## config.mk

```make
export PLATFORM = sky130hd
export DESIGN_NAME = vga_timing_gen_flat
export DESIGN_NICKNAME = d
export VERILOG_FILES = /design/src/rtl/vga_pkg.sv /design/src/rtl/vga_timing_gen_if.sv /design/src/rtl/vga_sync_delay.sv /design/src/rtl/vga_timing_gen.sv /design/src/flat_wrapper.sv
export SDC_FILE = /design/constraint.sdc
export NUM_CORES = 1
export LEC_CHECK = 0
export CORE_ASPECT_RATIO = 1.2
export CORE_MARGIN = 10
export CORE_UTILIZATION = 47
export CTS_CLUSTER_DIAMETER = 40
export DETAILED_ROUTE_END_ITERATION = 16
export PLACE_DENSITY = 0.82
export SLEW_MARGIN = 20
export SYNTH_ARGS = -nofsm -noshare
export SYNTH_HDL_FRONTEND = slang
export SYNTH_SLANG_ARGS = --single-unit
```

## constraint.sdc

```tcl
create_clock -name clk -period 1.75 [get_ports clk]
set_input_delay 0.35 -clock clk [delete_from_list [all_inputs] [get_ports clk]]
set_output_delay 0.35 -clock clk [all_outputs]
set_load 0.02 [all_outputs]
```

## src/rtl/vga_pkg.sv

```systemverilog
// Default 640x480@60 raster timing and sync polarity constants shared by
// the timing generator and the renderer/sprite blocks.
package vga_pkg;

  localparam int VGA_CW       = 10;
  localparam int VGA_H_ACTIVE = 640;
  localparam int VGA_H_FP     = 16;
  localparam int VGA_H_SYNC   = 96;
  localparam int VGA_H_BP     = 48;
  localparam int VGA_V_ACTIVE = 480;
  localparam int VGA_V_FP     = 10;
  localparam int VGA_V_SYNC   = 2;
  localparam int VGA_V_BP     = 33;

  localparam bit SYNC_ACTIVE_LOW  = 1'b0;
  localparam bit SYNC_ACTIVE_HIGH = 1'b1;

  localparam int SYNC_W = 3;

  typedef struct packed {
    logic hs;
    logic vs;
    logic de;
  } sync_bits_t;

  function automatic int total_len(input int active, input int fp,
                                   input int sync, input int bp);
    return active + fp + sync + bp;
  endfunction

endpackage

```

## src/rtl/vga_timing_gen_if.sv

```systemverilog
// Raster timing bus: pixel clock-enable in, sync/de/coordinates/strobes out.
interface vga_timing_if
  import vga_pkg::*;
#(
  parameter int CW = VGA_CW
);
  logic          pix_ce;
  logic          hsync;
  logic          vsync;
  logic          de;
  logic [CW-1:0] pixel_x;
  logic [CW-1:0] pixel_y;
  logic          line_start;
  logic          frame_start;

  modport master (
    input  pix_ce,
    output hsync, vsync, de, pixel_x, pixel_y, line_start, frame_start
  );

  modport slave (
    output pix_ce,
    input  hsync, vsync, de, pixel_x, pixel_y, line_start, frame_start
  );
endinterface

```

## src/rtl/vga_sync_delay.sv

```systemverilog
// DEPTH-stage shift register with enable and async reset to a supplied idle
// value; DEPTH=0 degenerates to a wire.
module vga_sync_delay #(
  parameter int DEPTH = 0,
  parameter int W     = 3
) (
  input  logic         clk,
  input  logic         rst_n,
  input  logic         en,
  input  logic [W-1:0] rst_val,
  input  logic [W-1:0] din,
  output logic [W-1:0] dout
);

  if (DEPTH == 0) begin : g_pass
    logic unused_pass;
    assign unused_pass = ^{clk, rst_n, en, rst_val};
    assign dout        = din;
  end else begin : g_shift
    logic [W-1:0] stage_q [DEPTH];
    logic [W-1:0] stage_d [DEPTH];

    always_comb begin
      for (int i = 0; i < DEPTH; i++) stage_d[i] = stage_q[i];
      if (en) begin
        stage_d[0] = din;
        for (int i = 1; i < DEPTH; i++) stage_d[i] = stage_q[i-1];
      end
    end

    always_ff @(posedge clk or negedge rst_n) begin
      if (!rst_n) begin
        for (int i = 0; i < DEPTH; i++) stage_q[i] <= rst_val;
      end else begin
        for (int i = 0; i < DEPTH; i++) stage_q[i] <= stage_d[i];
      end
    end

    assign dout = stage_q[DEPTH-1];
  end

endmodule

```

## src/rtl/vga_timing_gen.sv

```systemverilog
// Parametrised VGA raster timing generator advancing on pix_ce.
// Define VGA_FRAME_CNT_EN to add the 16-bit frame_cnt output.
module vga_timing_gen
  import vga_pkg::*;
#(
  parameter int CW         = VGA_CW,
  parameter int H_ACTIVE   = VGA_H_ACTIVE,
  parameter int H_FP       = VGA_H_FP,
  parameter int H_SYNC     = VGA_H_SYNC,
  parameter int H_BP       = VGA_H_BP,
  parameter int V_ACTIVE   = VGA_V_ACTIVE,
  parameter int V_FP       = VGA_V_FP,
  parameter int V_SYNC     = VGA_V_SYNC,
  parameter int V_BP       = VGA_V_BP,
  parameter bit H_SYNC_POL = SYNC_ACTIVE_LOW,
  parameter bit V_SYNC_POL = SYNC_ACTIVE_LOW,
  parameter int PIPE_DLY   = 0
) (
  input  logic        clk,
  input  logic        RSTN,
  vga_timing_if.master vif
`ifdef VGA_FRAME_CNT_EN
  ,
  output logic [15:0] frame_cnt
`endif
);

  localparam int H_TOTAL  = total_len(H_ACTIVE, H_FP, H_SYNC, H_BP);
  localparam int V_TOTAL  = total_len(V_ACTIVE, V_FP, V_SYNC, V_BP);
  localparam int HS_START = H_ACTIVE + H_FP;
  localparam int HS_END   = HS_START + H_SYNC;
  localparam int VS_START = V_ACTIVE + V_FP;
  localparam int VS_END   = VS_START + V_SYNC;

  localparam logic [CW-1:0] H_LAST = CW'(H_TOTAL - 1);
  localparam logic [CW-1:0] V_LAST = CW'(V_TOTAL - 1);

  localparam sync_bits_t SYNC_IDLE = '{hs: ~H_SYNC_POL, vs: ~V_SYNC_POL, de: 1'b0};

  if (H_TOTAL > 2**CW || V_TOTAL > 2**CW) begin : g_chk_total
    $error("vga_timing_gen: H_TOTAL/V_TOTAL do not fit in CW bits");
  end
  if (PIPE_DLY < 0 || PIPE_DLY > 7) begin : g_chk_dly
    $error("vga_timing_gen: PIPE_DLY must be 0..7");
  end

  logic [CW-1:0] x_q, x_d;
  logic [CW-1:0] y_q, y_d;
  logic          line_start_q, line_start_d;
  logic          frame_start_q, frame_start_d;
  sync_bits_t    sync0_q, sync0_d;
  sync_bits_t    sync_dly;

  always_comb begin
    x_d           = x_q;
    y_d           = y_q;
    line_start_d  = 1'b0;
    frame_start_d = 1'b0;
    sync0_d       = sync0_q;
    if (vif.pix_ce) begin
      if (x_q == H_LAST) begin
        x_d          = '0;
        line_start_d = 1'b1;
        if (y_q == V_LAST) begin
          y_d           = '0;
          frame_start_d = 1'b1;
        end else begin
          y_d = y_q + 1'b1;
        end
      end else begin
        x_d = x_q + 1'b1;
      end
      // Decode from the next count so stage 0 lines up with pixel_x/pixel_y.
      sync0_d.de = (int'(x_d) < H_ACTIVE) && (int'(y_d) < V_ACTIVE);
      sync0_d.hs = (int'(x_d) >= HS_START && int'(x_d) < HS_END) ? H_SYNC_POL : ~H_SYNC_POL;
      sync0_d.vs = (int'(y_d) >= VS_START && int'(y_d) < VS_END) ? V_SYNC_POL : ~V_SYNC_POL;
    end
  end

  always_ff @(posedge clk or negedge RSTN) begin
    if (!RSTN) begin
      x_q           <= H_LAST;
      y_q           <= V_LAST;
      line_start_q  <= 1'b0;
      frame_start_q <= 1'b0;
      sync0_q       <= SYNC_IDLE;
    end else begin
      x_q           <= x_d;
      y_q           <= y_d;
      line_start_q  <= line_start_d;
      frame_start_q <= frame_start_d;
      sync0_q       <= sync0_d;
    end
  end

  vga_sync_delay #(
    .DEPTH (PIPE_DLY),
    .W     (SYNC_W)
  ) u_sync_delay (
    .clk     (clk),
    .rst_n   (RSTN),
    .en      (vif.pix_ce),
    .rst_val (SYNC_IDLE),
    .din     (sync0_q),
    .dout    (sync_dly)
  );

  assign vif.hsync       = sync_dly.hs;
  assign vif.vsync       = sync_dly.vs;
  assign vif.de          = sync_dly.de;
  assign vif.pixel_x     = x_q;
  assign vif.pixel_y     = y_q;
  assign vif.line_start  = line_start_q;
  assign vif.frame_start = frame_start_q;

`ifdef VGA_FRAME_CNT_EN
  logic [15:0] frame_cnt_q, frame_cnt_d;

  always_comb begin
    frame_cnt_d = frame_cnt_q + {15'd0, frame_start_d};
  end

  always_ff @(posedge clk or negedge RSTN) begin
    if (!RSTN) frame_cnt_q <= '0;
    else       frame_cnt_q <= frame_cnt_d;
  end

  assign frame_cnt = frame_cnt_q;
`endif

endmodule

```

## src/flat_wrapper.sv

```systemverilog
// flat-port wrapper written by rule: the top's interface ports become plain ports
module vga_timing_gen_flat import vga_pkg::*;
#(
  parameter int CW         = VGA_CW,
  parameter int H_ACTIVE   = VGA_H_ACTIVE,
  parameter int H_FP       = VGA_H_FP,
  parameter int H_SYNC     = VGA_H_SYNC,
  parameter int H_BP       = VGA_H_BP,
  parameter int V_ACTIVE   = VGA_V_ACTIVE,
  parameter int V_FP       = VGA_V_FP,
  parameter int V_SYNC     = VGA_V_SYNC,
  parameter int V_BP       = VGA_V_BP,
  parameter bit H_SYNC_POL = SYNC_ACTIVE_LOW,
  parameter bit V_SYNC_POL = SYNC_ACTIVE_LOW,
  parameter int PIPE_DLY   = 0
)
  (clk, RSTN, vif_pix_ce, vif_hsync, vif_vsync, vif_de, vif_pixel_x, vif_pixel_y, vif_line_start, vif_frame_start);
  vga_timing_if #(.CW(CW)) vif_i ();
  input  logic clk;
  input  logic RSTN;
  input wire logic [$bits(vif_i.pix_ce)-1:0] vif_pix_ce;
  output wire logic [$bits(vif_i.hsync)-1:0] vif_hsync;
  output wire logic [$bits(vif_i.vsync)-1:0] vif_vsync;
  output wire logic [$bits(vif_i.de)-1:0] vif_de;
  output wire logic [$bits(vif_i.pixel_x)-1:0] vif_pixel_x;
  output wire logic [$bits(vif_i.pixel_y)-1:0] vif_pixel_y;
  output wire logic [$bits(vif_i.line_start)-1:0] vif_line_start;
  output wire logic [$bits(vif_i.frame_start)-1:0] vif_frame_start;
  assign vif_i.pix_ce = vif_pix_ce;
  assign vif_hsync = vif_i.hsync;
  assign vif_vsync = vif_i.vsync;
  assign vif_de = vif_i.de;
  assign vif_pixel_x = vif_i.pixel_x;
  assign vif_pixel_y = vif_i.pixel_y;
  assign vif_line_start = vif_i.line_start;
  assign vif_frame_start = vif_i.frame_start;
  vga_timing_gen #(.CW(CW), .H_ACTIVE(H_ACTIVE), .H_FP(H_FP), .H_SYNC(H_SYNC), .H_BP(H_BP), .V_ACTIVE(V_ACTIVE), .V_FP(V_FP), .V_SYNC(V_SYNC), .V_BP(V_BP), .H_SYNC_POL(H_SYNC_POL), .V_SYNC_POL(V_SYNC_POL), .PIPE_DLY(PIPE_DLY)) u_core (.clk(clk), .RSTN(RSTN), .vif(vif_i));
endmodule
```

* Word level (Yosys, flattened, before mapping)
Cells that the tools add are included.
** Storage, ports and cells
- Bits in latches :: 0
- Logic and storage cells :: 32
- Memories :: 0
- Memory bits (writable) :: 0
- Output and inout bits :: 25
- Register bits :: 25
- ROM bits :: 0
** Operators by class
- Equal/unequal tests :: 2
- Add/subtract/negate cells :: 2
- Shifts and indexed selects :: 0
- Reductions and logical operators :: 3
- Div/mod/pow operators :: 0
- Multipliers :: 0
- $lt $le $gt $ge :: 6
- Multiplexer cells :: 12
- Bitwise gates (word level) :: 0
** Operators by type and width (count)
- 10-bit 2-to-1 mux :: 5
- 10-bit by 1-bit adder with 10-bit output (second input constant) :: 2
- 10-bit equality test (second input constant) :: 2
- 10-bit less-than comparator (second input constant) :: 2
- 10-bit by 9-bit less-than comparator with 1-bit output (second input constant) :: 2
- 10-bit greater-or-equal comparator (second input constant) :: 1
- 10-bit by 9-bit greater-or-equal comparator with 1-bit output (second input constant) :: 1
- 1-bit 2-to-1 mux :: 7
- 1-bit logical AND :: 3

* Logic depth before layout (Yosys ltp)
- Depth after elaboration :: 7
- Mapped depth :: 9
- Gate-level depth less buffers :: 8

* By module
Synthesis repeated with hierarchy kept, for this count alone.
** Unflattened totals
- Cells, all modules :: 182
- Area total of the unflattened synthesis :: 1645.3 um2
** Modules (own cells, without submodules)
- vga_timing_gen :: sequential area each 640.6 um2, times used 1, cells an instance 179, area each 1622.8 um2
- vga_sync_delay :: sequential area each 0.0 um2, times used 1, cells an instance 3, area each 22.5 um2

* Worst setup path before layout
Ideal clock, no wire load.
- Path type :: reg-to-reg
- Start :: register u_core.x_q[0] (netlist: u_core.vif.pixel_x[0])
- End :: register u_core.sync0_q[2] (netlist name)
- Setup time :: 97 ps
- Path buffers :: 0
- Cell stages (with the launch flop) :: 8
- Arrival time :: 1878 ps
- Path slack :: -224 ps
- Cells stage by stage :: dfstp_2 > ha_1 > and3_1 > xor2_1 > maj3_1 > and3_1 > and4bb_1 > a31oi_1
** On the way
- Cells in the longest elaborated chain, start to end :: 6
- Elaborated cells on any way between the ends :: 8
- Classes of those cells :: add/sub: 1; order compare: 2; eq/ne: 1; mux: 3; reduce/logical: 1
** Ends and longest elaborated chain
- start, declared :: line vga_timing_gen.sv:47 : logic [CW-1:0] x_q, x_d;
- start signal, assigned :: line vga_timing_gen.sv:82 : x_q <= H_LAST;
- start signal, assigned :: line vga_timing_gen.sv:88 : x_q <= x_d;
- 10-bit by 1-bit adder with 10-bit output or 10-bit equality test (tied branches) :: line vga_timing_gen.sv:71, vga_timing_gen.sv:61
- 10-bit 2-to-1 mux * :: line vga_timing_gen.sv:61 : if (x_q == H_LAST) begin
- 10-bit 2-to-1 mux * :: line vga_timing_gen.sv:60 : if (vif.pix_ce) begin
- 10-bit greater-or-equal comparator or 10-bit less-than comparator (tied branches) :: line vga_timing_gen.sv:75 : sync0_d.hs = (int'(x_d) >= HS_START && int'(x_d) < HS_END) ? H_SYNC_POL : ~H_SYNC_POL;
- 1-bit logical AND * :: line vga_timing_gen.sv:75
- 1-bit 2-to-1 mux * :: line vga_timing_gen.sv:75
- end signal, assigned :: line vga_timing_gen.sv:92 : sync0_q <= sync0_d;
- end, declared :: line vga_timing_gen.sv:51 : sync_bits_t sync0_q, sync0_d;
Every way passes the cells marked *; elsewhere a longest branch is shown, timed or not. The select of a mux whose other input is x is not followed.
A chain may end at the register's enable or synchronous reset.

* Worst setup path in the final report
- Start :: register u_core.x_q[1] (netlist: u_core.vif.pixel_x[1])
- End :: register u_core.sync0_q[2] (netlist name)
Same word-level chain as after synthesis.

==> flow_summary_export.csv <==
group,metric,value,unit
clocking,cts_tree,"built",
critical_path,worstPathRequired,1.94,ns
drt,post_drt_wl_per_cell,17.7,um
floorplan,die_w,73.6,um
finish,ff_latch_area,643,um2
logic_synthesis,synth_top_area_cell,"dfrtp_1",
critical_path,critical_path_arrival,2.06,ns
critical_path,path_cells,"ha_4 > and4_4 > and3_4 > buf_6 > o21ai_2 > a21oi_2 > a21oi_1 > a31oi_1",
drt,post-route-drc-count,0,
finish,final_area,2490,um2
finish,fin_nets,245,
logic_synthesis,ys_ff_latch,25,
clocking,clk_latency,0.27,ns
floorplan,die_h,84.4,um
logic_synthesis,yosysMostFrequentCell,"nand2_1",
logic_synthesis,yosysWarnings,0,
min_path,min_path_type,"input pin to asynchronous set/reset pin",
critical_path,path_max_fanout,4,
logic_synthesis,synth-async-reset-ratio,1.00,
timing,rsz0062_at_grt,"true",
timing,maxSlewViolCount,0,
run_status,status,"finished with violations",
job,max_cap_violations,0,
finish,drive_above_1_share,0.445,
pwr,power,0.00252,W
pwr,pwr_density_cell,1010,nW/um2
finish,fill_cells,241,
timing,skew,0.00441,ns
logic_synthesis,syn_area_per_cell,9.38,um2
logic_synthesis,synth_cells,173,
timing,worst_slew_margin_rel,0.782,
logic_synthesis,synth_top_area_frac,0.200,
global_route,grt_pass1_vias,1687,
logic_synthesis,synth_cell_types,54,
timing,setup_viol,9,
timing,min_period,1.86,ns
floorplan,die_area,6210,um2
clocking,clk_path_buf_depth,2,
floorplan,row_count,23,
floorplan,io-pin-count,28,
critical_path,startpoint_type,"flop",
placement,gp_congestion,0.944,
finish,multi_input_area,1100,um2
drt,drt_iter0_drc,163,
clocking,htreeDepth,1,
global_route,grtUsageTotal,0.150,
critical_path,crit_path_top_delay_cell,"dfstp_2",
clocking,cts_buffers,3,
logic_synthesis,synth_fp_nets,179,
finish,area_growth_syn_to_layout,53.7,%
floorplan,initial_core_util,0.486,
logic_synthesis,synth_edf_count,0,
logic_synthesis,ys_seq_area_frac,0.395,
clocking,clkTransAtPathRegs,0.09,ns
pwr,peakVddDrop,0.881,mV
clocking,cts_sinks,25,
critical_path,worstSetupEndpointType,"flop",
logic_synthesis,synthTopCellsByArea,"dfrtp_1 (20%), dfstp_2 (19%), nand2_1 (4.2%), nor2_1 (3.7%), a21oi_1 (3.4%)",
global_route,grt_pass1_wl,7.78,mm
drt,wirelength,4.85,mm
critical_path,cpPeakStageDelay,0.56,ns
floorplan,design.core.area,3340,um2
global_route,grt_overflow,0,
drt,ant_nets,0,
drt,drt-pass1-iter-count,4,
global_route,grt_max_degree,26,
placement,preCtsSetupSlack,-0.127,ns
timing,tightest_slew,0.327,ns
pwr,leakage,1.11,nW
critical_path,timing.setup.critical_path_class,"flop to flop",
run_status,violations,"setup timing",
global_route,antenna_found_initial,0,
placement,io_buffers,27,
timing,hold_viol,0,
finish,diodes,0,
drt,num_vias,1599,
placement,place_area,2160,um2
timing,hold_ws,0.448,ns
clocking,cts-root-buf,"clkbuf_8",
placement,hpwl,3.23,mm
timing,fmax,536,MHz
drt,viasPerCell,5.81,
logic_synthesis,ys.flop_type,"dfrtp_1",
timing,min_period_over_period,1.07,
logic_synthesis,synth_commonest_cells,"nand2_1 (18), nor2_1 (16), dfrtp_1 (13), dfstp_2 (12), a21oi_1 (11)",
timing,layout_setup_ws,-0.115,ns
logic_synthesis,synth_area,1620,um2
timing repair:
action                     CTS  global route
setup endpoints to repair   31            21
hold buffers                 0             0
pin swaps                   14            16
setup buffers                8             6
resized for setup           45            29
hold endpoints to repair     0             0
per-layer routing:
metal	up-vias	wire length [um]	GRT usage	part of all wire
met5	-	0	0	0
met3	15	297	0.0412	0.061
met4	0	153	0.0560	0.032
li1	753	-	-	-
met2	53	2600	0.262	0.54
met1	778	1800	0.165	0.37
placed cells by master (no fill, tap or decap), types with 5 or more instances in the layout:
master and count:
a21oi_2 5, dlygate4sd2_1 18, nor2_1 13, nand2_1 18, buf_4 36, buf_6 5
a21oi_1 7, dfstp_2 12, o21ai_2 6, clkdlybuf4s50_1 5, dfrtp_1 11, xnor2_1 6
per-stage QoR:
stage | utilization | cells | setup TNS [ns]
2_1_floorplan | - | 173 | -0.972
3_3_place_gp | 0.648 | 257 | -0.361
3_5_place_dp | 0.648 | 257 | -0.864
4_1_cts | 0.705 | 269 | -0.486
5_1_grt | 0.747 | 275 | -1.24
6_report | 0.747 | 275 | -0.492
cell type report:
cell class              instances  area share
repair buffers                 71       0.253
clock buffers                   4      0.0181
well taps                      37      0.0186
multi-input cells             133       0.440
flip-flops and latches         25       0.258
inverters                       5      0.0125
kinds of logic (layout without fill, tap and decap cells):
logic type / Yosys count / after routing / synth area share
AO/OA/AOI/OAI: 44 / 44 / 0.190
XOR/XNOR: 9 / 9 / 0.0486
adder cells (fa/ha/maj): 4 / 4 / 0.0293
buffers and inverters: 15 / 80 / 0.0570
flip-flops: 25 / 25 / 0.395
multiplexers: 2 / 2 / 0.0131
AND/OR/NAND/NOR: 74 / 74 / 0.267
report_power, final:
part / total (W) / leakage (nW) / internal, W / switching [W]
clock network: 0.000341 / 0.0228 / 0.000163 / 0.000178
registers: 0.000879 / 0.299 / 0.000751 / 0.000127
logic: 0.00130 / 0.785 / 0.000589 / 0.000714
state kept, by name, summed over array words and instances, names as in the netlist:
register,cells
u_core.vif.pixel_y,10
u_core.sync0_q,3
u_core.vif.pixel_x,10
u_core.vif.line_start,1
u_core.vif.frame_start,1
path summary, 6_finish.rpt:
kind                                  startpoint                    end  slack [ns]  cells past startpoint
setup / recovery           u_core.vif.pixel_x[1]      u_core.sync0_q[2]       -0.11                      8
hold / removal                              RSTN  u_core.vif.pixel_y[8]        0.45                      2
setup reg to reg           u_core.vif.pixel_x[1]      u_core.sync0_q[2]       -0.11                      8
hold reg to reg                u_core.sync0_q[1]      u_core.sync0_q[1]        0.49                      2
max in group asynchronous                   RSTN      u_core.sync0_q[1]        1.00                      2
min in group clk               u_core.sync0_q[1]      u_core.sync0_q[1]        0.49                      2
critical path, delay by kind of cell, from the launching register on:
family | cells | cell delay, ns
AND/OR/NAND/NOR | 2 | 0.49
adder cells (fa/ha/maj) | 1 | 0.14
flip-flops | 1 | 0.56
buffers and inverters | 1 | 0.12
AO/OA/AOI/OAI | 4 | 0.47
Power figures use the tool's default switching activity.
